File: src/rtl/fwd_pkg.sv
// Shared definitions for the ID/EX forwarding controller: operand-mux select
// codes and register-tag helpers.
package fwd_pkg;

   typedef enum logic [1:0] {
      FWD_RF   = 2'b00,
      FWD_WB   = 2'b01,
      FWD_MEM  = 2'b10,
      FWD_ZERO = 2'b11
   } fwd_sel_e;

   // Widest tag the helpers accept; callers zero-extend narrower tags.
   localparam int TAG_MAX_W = 8;
   typedef logic [TAG_MAX_W-1:0] tag_t;

   // Integer x0 is all zeros; FP f0 has the is_fp MSB set and stays a real register.
   function automatic logic is_x0(input tag_t tag);
      return tag == '0;
   endfunction

   function automatic logic tag_hit(input tag_t src, input tag_t dst, input logic we);
      return we && (src == dst) && !is_x0(src);
   endfunction

endpackage

File: src/rtl/fpa_scoreboard.sv
// In-flight FPA destination tracker: one {v, rd} slot per FPA pipeline stage,
// flagging sources whose result cannot be forwarded by the next cycle.
module fpa_scoreboard
   import fwd_pkg::*;
#(
   parameter int RA_W    = 6,
   parameter int FPA_LAT = 3
) (
   input  logic            clk,
   input  logic            rst_n,
   input  logic            accept,
   input  logic [RA_W-1:0] rd,
   input  logic [RA_W-1:0] rs1,
   input  logic            rs1_use,
   input  logic [RA_W-1:0] rs2,
   input  logic            rs2_use,
   output logic            hazard_a,
   output logic            hazard_b
);

   typedef struct packed {
      logic            v;
      logic [RA_W-1:0] rd;
   } slot_t;

   slot_t slots [FPA_LAT];

   // NOTE: every slot is reset, not just v, so a mid-stream reset forgets all in-flight tags at once.
   always_ff @(posedge clk or negedge rst_n) begin
      if (!rst_n) begin
         for (int i = 0; i < FPA_LAT; i++) slots[i] <= '0;
      end else begin
         slots[0] <= '{v: accept, rd: rd};
         for (int i = 1; i < FPA_LAT; i++) slots[i] <= slots[i-1];
      end
   end

   // Only slots up to FPA_LAT-3 stall; slot FPA_LAT-2 is already visible as ex_rd.
   always_comb begin
      hazard_a = 1'b0;
      hazard_b = 1'b0;
      for (int i = 0; i < FPA_LAT - 2; i++) begin
         if (rs1_use && tag_hit(tag_t'(rs1), tag_t'(slots[i].rd), slots[i].v)) hazard_a = 1'b1;
         if (rs2_use && tag_hit(tag_t'(rs2), tag_t'(slots[i].rd), slots[i].v)) hazard_b = 1'b1;
      end
   end

   logic unused_tail;
   assign unused_tail = &{1'b0, slots[FPA_LAT-1]};

endmodule

File: src/rtl/fwd_ctrl.sv
// ID/EX forwarding and hazard controller. Define FWD_FPA_SB_EN to include the
// multi-cycle FPA scoreboard; otherwise only load-use stalls are generated.
module fwd_ctrl
   import fwd_pkg::*;
#(
   parameter int RA_W    = 6,
   parameter int FPA_LAT = 3
) (
   input  logic            clk,
   input  logic            rst_n,
   input  logic            id_valid,
   input  logic [RA_W-1:0] id_rs1,
   input  logic [RA_W-1:0] id_rs2,
   input  logic            id_rs1_use,
   input  logic            id_rs2_use,
   input  logic            id_fpa_issue,
   input  logic [RA_W-1:0] id_rd,
   input  logic [RA_W-1:0] ex_rd,
   input  logic            ex_we,
   input  logic            ex_is_load,
   input  logic [RA_W-1:0] exm_rd,
   input  logic            exm_we,
   input  logic            flush,
   output logic [1:0]      fwd_a_sel,
   output logic [1:0]      fwd_b_sel,
   output logic            stall
);

   logic     a_ex, a_exm, b_ex, b_exm;
   logic     load_use, sb_a, sb_b;
   fwd_sel_e sel_a, sel_b;

   assign a_ex  = id_rs1_use && tag_hit(tag_t'(id_rs1), tag_t'(ex_rd),  ex_we);
   assign a_exm = id_rs1_use && tag_hit(tag_t'(id_rs1), tag_t'(exm_rd), exm_we);
   assign b_ex  = id_rs2_use && tag_hit(tag_t'(id_rs2), tag_t'(ex_rd),  ex_we);
   assign b_exm = id_rs2_use && tag_hit(tag_t'(id_rs2), tag_t'(exm_rd), exm_we);

   // NOTE: each select gets a default before the priority chain so no latch is inferred.
   always_comb begin
      sel_a = FWD_RF;
      if (a_ex)       sel_a = FWD_MEM;
      else if (a_exm) sel_a = FWD_WB;
      sel_b = FWD_RF;
      if (b_ex)       sel_b = FWD_MEM;
      else if (b_exm) sel_b = FWD_WB;
   end

   assign load_use = ex_is_load && (a_ex || b_ex);
   assign stall    = id_valid && (load_use || sb_a || sb_b);

`ifdef FWD_FPA_SB_EN
   logic accept;
   assign accept = id_valid && id_fpa_issue && !stall && !flush;

   fpa_scoreboard #(
      .RA_W    (RA_W),
      .FPA_LAT (FPA_LAT)
   ) u_sb (
      .clk      (clk),
      .rst_n    (rst_n),
      .accept   (accept),
      .rd       (id_rd),
      .rs1      (id_rs1),
      .rs1_use  (id_rs1_use),
      .rs2      (id_rs2),
      .rs2_use  (id_rs2_use),
      .hazard_a (sb_a),
      .hazard_b (sb_b)
   );
`else
   assign sb_a = 1'b0;
   assign sb_b = 1'b0;

   logic unused_fpa;
   assign unused_fpa = &{1'b0, id_fpa_issue, id_rd, FPA_LAT[0]};
`endif

   // NOTE: sequential state uses non-blocking assignments; a stall or flush loads a bubble.
   always_ff @(posedge clk or negedge rst_n) begin
      if (!rst_n) begin
         fwd_a_sel <= FWD_RF;
         fwd_b_sel <= FWD_RF;
      end else if (stall || flush) begin
         fwd_a_sel <= FWD_RF;
         fwd_b_sel <= FWD_RF;
      end else begin
         fwd_a_sel <= sel_a;
         fwd_b_sel <= sel_b;
      end
   end

endmodule

File: config.mk
export PLATFORM = sky130hd
export DESIGN_NAME = fwd_ctrl
export DESIGN_NICKNAME = d
export VERILOG_FILES = /design/src/rtl/fwd_pkg.sv /design/src/rtl/fpa_scoreboard.sv /design/src/rtl/fwd_ctrl.sv
export SDC_FILE = /design/constraint.sdc
export NUM_CORES = 1
export LEC_CHECK = 0
export CORE_MARGIN = 5
export CORE_UTILIZATION = 32
export DETAILED_ROUTE_END_ITERATION = 8
export GPL_TIMING_DRIVEN = 0
export PLACE_DENSITY = 0.83
export SLEW_MARGIN = 0
export SYNTH_ARGS = -nofsm -noshare
export SYNTH_HDL_FRONTEND = slang
export SYNTH_SLANG_ARGS = --single-unit
File: constraint.sdc
create_clock -name clk -period 2 [get_ports clk]
set_input_delay 0.2 -clock clk [delete_from_list [all_inputs] [get_ports clk]]
set_output_delay 0.2 -clock clk [all_outputs]
set_load 0.1 [all_outputs]
# Word-level counts from Yosys, hierarchy flattened
# Index checks and enable logic that the tools add are counted.
word_totals:
  wordCells: 32
  register_bits: 4
  inputBits: 40
classes:
  muxes: 6
  reduce_logical: 20
  eq_ne: 4
op_table:
  columns: ["op", "count"]
  rows:
  - ["equality test 6 bit", 4]
  - ["logical AND 1 bit", 14]
  - ["logical NOT 6 bit", 2]
  - ["two-way mux 2 bit", 4]
  - ["logical NOT 1 bit", 2]
  - ["logical OR 1 bit", 2]
  - ["two-way mux 1 bit", 2]

# Logic depth before layout (Yosys ltp)
depth:
  word_depth: 9
  mapped_depth: 4
  ltp_nobuf: 4

# Worst setup path after synthesis
# OpenSTA, ideal clock, no wires.
synth_path:
  path_kind: "input-to-output"
  startpoint: "input port ex_rd[3]"
  endpoint: "output port stall"
  setup_slack_ns: 0.182
  path_stages: 4
  n_path_buf: 0
  arrival_ns: 1.618
  path_cell_list: "xnor2_1 -> nand4_1 -> nor3_1 -> o21a_1"
synth_via:
  elab_chain_len: 7
synth_lines:
  columns: ["item", "line", "rtl"]
  rows:
  - ["from (decl)", "fwd_ctrl.sv:18", "input logic [RA_W-1:0] ex_rd,"]
  - ["equality test 6 bit", "fwd_pkg.sv:22", "return we && (src == dst) && !is_x0(src);"]
  - ["logical AND 1 bit (2 in a row)", "fwd_pkg.sv:22", null]
  - ["logical AND 1 bit, on equally long branches", "fwd_ctrl.sv:33, fwd_ctrl.sv:35", null]
  - ["logical OR 1 bit (*)", "fwd_ctrl.sv:48", "assign load_use = ex_is_load && (a_ex || b_ex);"]
  - ["logical AND 1 bit (*)", "fwd_ctrl.sv:48", null]
  - ["logical AND 1 bit (*)", "fwd_ctrl.sv:49", "assign stall = id_valid && (load_use || sb_a || sb_b);"]
  - ["to (decl)", "fwd_ctrl.sv:26", "output logic stall"]
# Mark *: on every way between the ends. The rest lies on a longest branch, timed or not.

# Final worst setup path
layout_path:
  startpoint: "input port id_rs2[1]"
  endpoint: "output port stall"
layout_via:
  elab_chain_len: 7
layout_lines:
  columns: ["item", "line", "rtl"]
  rows:
  - ["from (decl)", "fwd_ctrl.sv:13", "input logic [RA_W-1:0] id_rs2,"]
  - ["equality test 6 bit / logical NOT 6 bit (equally long branches)", "fwd_pkg.sv:22, fwd_pkg.sv:18", null]
  - ["logical AND 1 bit / logical NOT 1 bit (equally long branches)", "fwd_pkg.sv:22", null]
  - ["logical AND 1 bit (*)", "fwd_pkg.sv:22", null]
  - ["logical AND 1 bit (*)", "fwd_ctrl.sv:35", "assign b_ex = id_rs2_use && tag_hit(tag_t'(id_rs2), tag_t'(ex_rd), ex_we);"]
  - ["logical OR 1 bit (*)", "fwd_ctrl.sv:48", null]
  - ["logical AND 1 bit (*)", "fwd_ctrl.sv:48", null]
  - ["logical AND 1 bit (*)", "fwd_ctrl.sv:49", null]
# Marks and branches as above.

==> summary.txt <==
Pwr
  – Pint: 0.236 mW
  – Power Density: 338 nW/um2
  – Part of the power in registers: 25.0%
  – Net Sw Power: 0.0906 mW
  – Worst vdd ir: 0.138 mV
  – Final Total Pwr: 0.327 mW
  – Switching share of total power: 27.7%
  – Leakage: 0.374 nW
  – Clock power share: 29.1%
  – Comb power frac: 45.9%

Floorplan
  – Die Area: 2450 um2
  – Die width: 49.5 um
  – Initial Util: 33.4%
  – Row Count: 14
  – I/O pins: 45
  – Core Area: 1490 um2
  – Chip height: 49.5 um

Global routing
  – Largest net degree at the start of global routing: 6
  – GRT Total Usage: 12.9%
  – Total grt overflow: 0
  – Initial antenna violation count: 0
  – First-pass GRT wire length: 2470 um
  – Number of global-route vias before repair: 578

Detailed routing
  – DR WL/cell: 14.5 um
  – DR iter-0 viols: 3
  – Vias: 538
  – Wirelength, routed: 1580 um
  – DRC: 0
  – ANT nets after route: 0
  – Vias per inst: 4.94
  – DR pass1 iterations: 4

Yosys
  – Synth warn: 0
  – Syn_nets: 89
  – Post-synthesis sequential area ratio: 20.1%
  – Post-Synthesis Cells: 49
  – Syn Area/Cell: 10.2 um2
  – Seq cells post-synth: 4
  – Synthesized area: 498 um2
  – Synth unique cells: 14

Critical path
  – Crit path kind: primary input to output pin
  – Setup crit end kind: output pin
  – Crit-path cells: dlygate4sd2_1, or4_4, o31ai_4, nor3_4, o21a_1, buf_12
  – CP Launch Type: primary input
  – CP Buf/Inv Count: 2
  – CP top delay family: simple AND/OR/NAND/NOR gates
  – CP required: 1.80 ns
  – Critical Path Fanout Max: 3
  – Worst endpoint data arrival time: 1.74 ns
  – Critical Path Max Stage Delay: 0.57 ns
  – Worst path slowest cell: or4_4

Finish
  – Nets: 135
  – Commonest non-fill, non-tap cell in the layout: clkdlybuf4s50_1
  – Diode count: 0
  – Cell area after layout: 968 um2
  – Fraction of layout cells with a size suffix above 1: 17.2%
  – Fin util: 65.0%
  – Most frequent cells in the layout: clkdlybuf4s50_1, xnor2_1, dlygate4sd2_1
  – Area Overhead vs Synth: 94.5%

STA
  – F_max: 514 MHz
  – Final period utilization: 97.2%
  – Worst-margin pin slew: 0.975 ns
  – Crit path time final: 1.94 ns
  – Setup-failing EPs final: 0
  – RSZ-0062 raised after global routing: no
  – Slew HR: 34.8%
  – Setup_tns: 0 ns
  – Hold Vio Cnt, Final: 0
  – Max-slew violation count: 0

Placed design
  – Port-buffer cells: 37
  – Placed cell areas: 888 um2
  – GP Congestion: 0.783
  – Hpwl dp: 1330 um

Run
  – Max Cap Violations: 0

Hold path
  – Worst hold-check path type: primary input to async pin

Clocking
  – Post-CTS Hold Buffers: 0
  – Clock transition at path regs: 0.03 ns
  – Clock tree sinks: 4
  – Num CTS Buffers: 3
  – CTS tree: built
  – H-tree depth: 1
  – CTS root buffer: clkbuf_4
  – CTS max path bufs: 2

Run status
  – Status: completed
cell families (layout without fill, tap and decap cells):
group | Yosys count | in the layout | share of synthesized area (%)
xor+xnor | 24 | 24 | 42.2
simple gates | 16 | 16 | 21.6
compound gates | 5 | 5 | 16.1
flops | 4 | 4 | 20.1
buf+inv | 0 | 44 | 0
per-layer routing:
metal | up-vias | track usage [%] | part of all wire (%)
met5 | - | 0 | 0
met4 | 0 | 5.24 | 0
met3 | 0 | 3.31 | 7.5
met2 | 25 | 23.6 | 56
met1 | 243 | 13.8 | 37
li1 | 270 | - | -
area by class of cell:
type | instances | area (um2)
Fill cell | 131 | 520
Multi-Input combinational cell | 45 | 420
Timing Repair Buffer | 41 | 405
Sequential cell | 4 | 100
Clock buffer | 3 | 22.5
Tap cell | 16 | 20.0
per-stage QoR:
| step | instances | setup WS [ns] | hold WS (ns) |
|---|---|---|---|
| floorplan | 49 | 0.182 | -0.0956 |
| global placement | 102 | -1.06 | 0.412 |
| detailed placement | 102 | -1.07 | 0.418 |
| CTS | 108 | 0.0138 | 0.170 |
| global route | 109 | 0.00628 | 0.190 |
| finish | 109 | 0.0552 | 0.173 |
power by group through the flow:
stage	registers, mW	clock network (mW)	logic [mW]
after floorplan	0.0843	0	0.0535
after global placement	0.0827	0	0.147
after detailed placement	0.0827	0	0.148
after CTS	0.0817	0.102	0.151
after global routing	0.0817	0.102	0.160
final	0.0817	0.0953	0.150
sequential cells by signal, indices dropped and copies added, names as in the netlist:
name       count
fwd_a_sel      2
fwd_b_sel      2
cell usage after synthesis:
library cell   n  area (um2)
xnor2_1       18         158
xor2_1         6        52.6
dfrtp_1        4         100
nand4_1        4        25.0
a2111oi_2      2        30.0
nand3_1        2        10.0
nor3_1         2        10.0
nor3b_1        2        15.0
nor4_1         2        12.5
o31ai_4        2        42.5
or4_4          2        22.5
and2_0         1        6.26
nand2b_1       1        6.26
o21a_1         1        7.51
timing repair:
| action | CTS | global route |
|---|---|---|
| setup endpoints to repair | 1 | 1 |
| pin swaps | 4 | 4 |
| buffers inserted | 3 | 1 |
| resized for setup | 21 | 2 |
worst max-delay path by stage:
stage	startpoint	endpoint	slack, ns	cells past startpoint
after detailed placement	id_rs1[4]	stall	-1.07	6
final	id_rs2[1]	stall	0.06	6
after global placement	id_rs1[4]	stall	-1.06	6
after global routing	id_rs1[0]	stall	0.006	6
after floorplan	ex_rd[3]	stall	0.18	4
after CTS	id_rs2[1]	stall	0.01	6
Note: power is estimated with default switching activity, not from simulation.
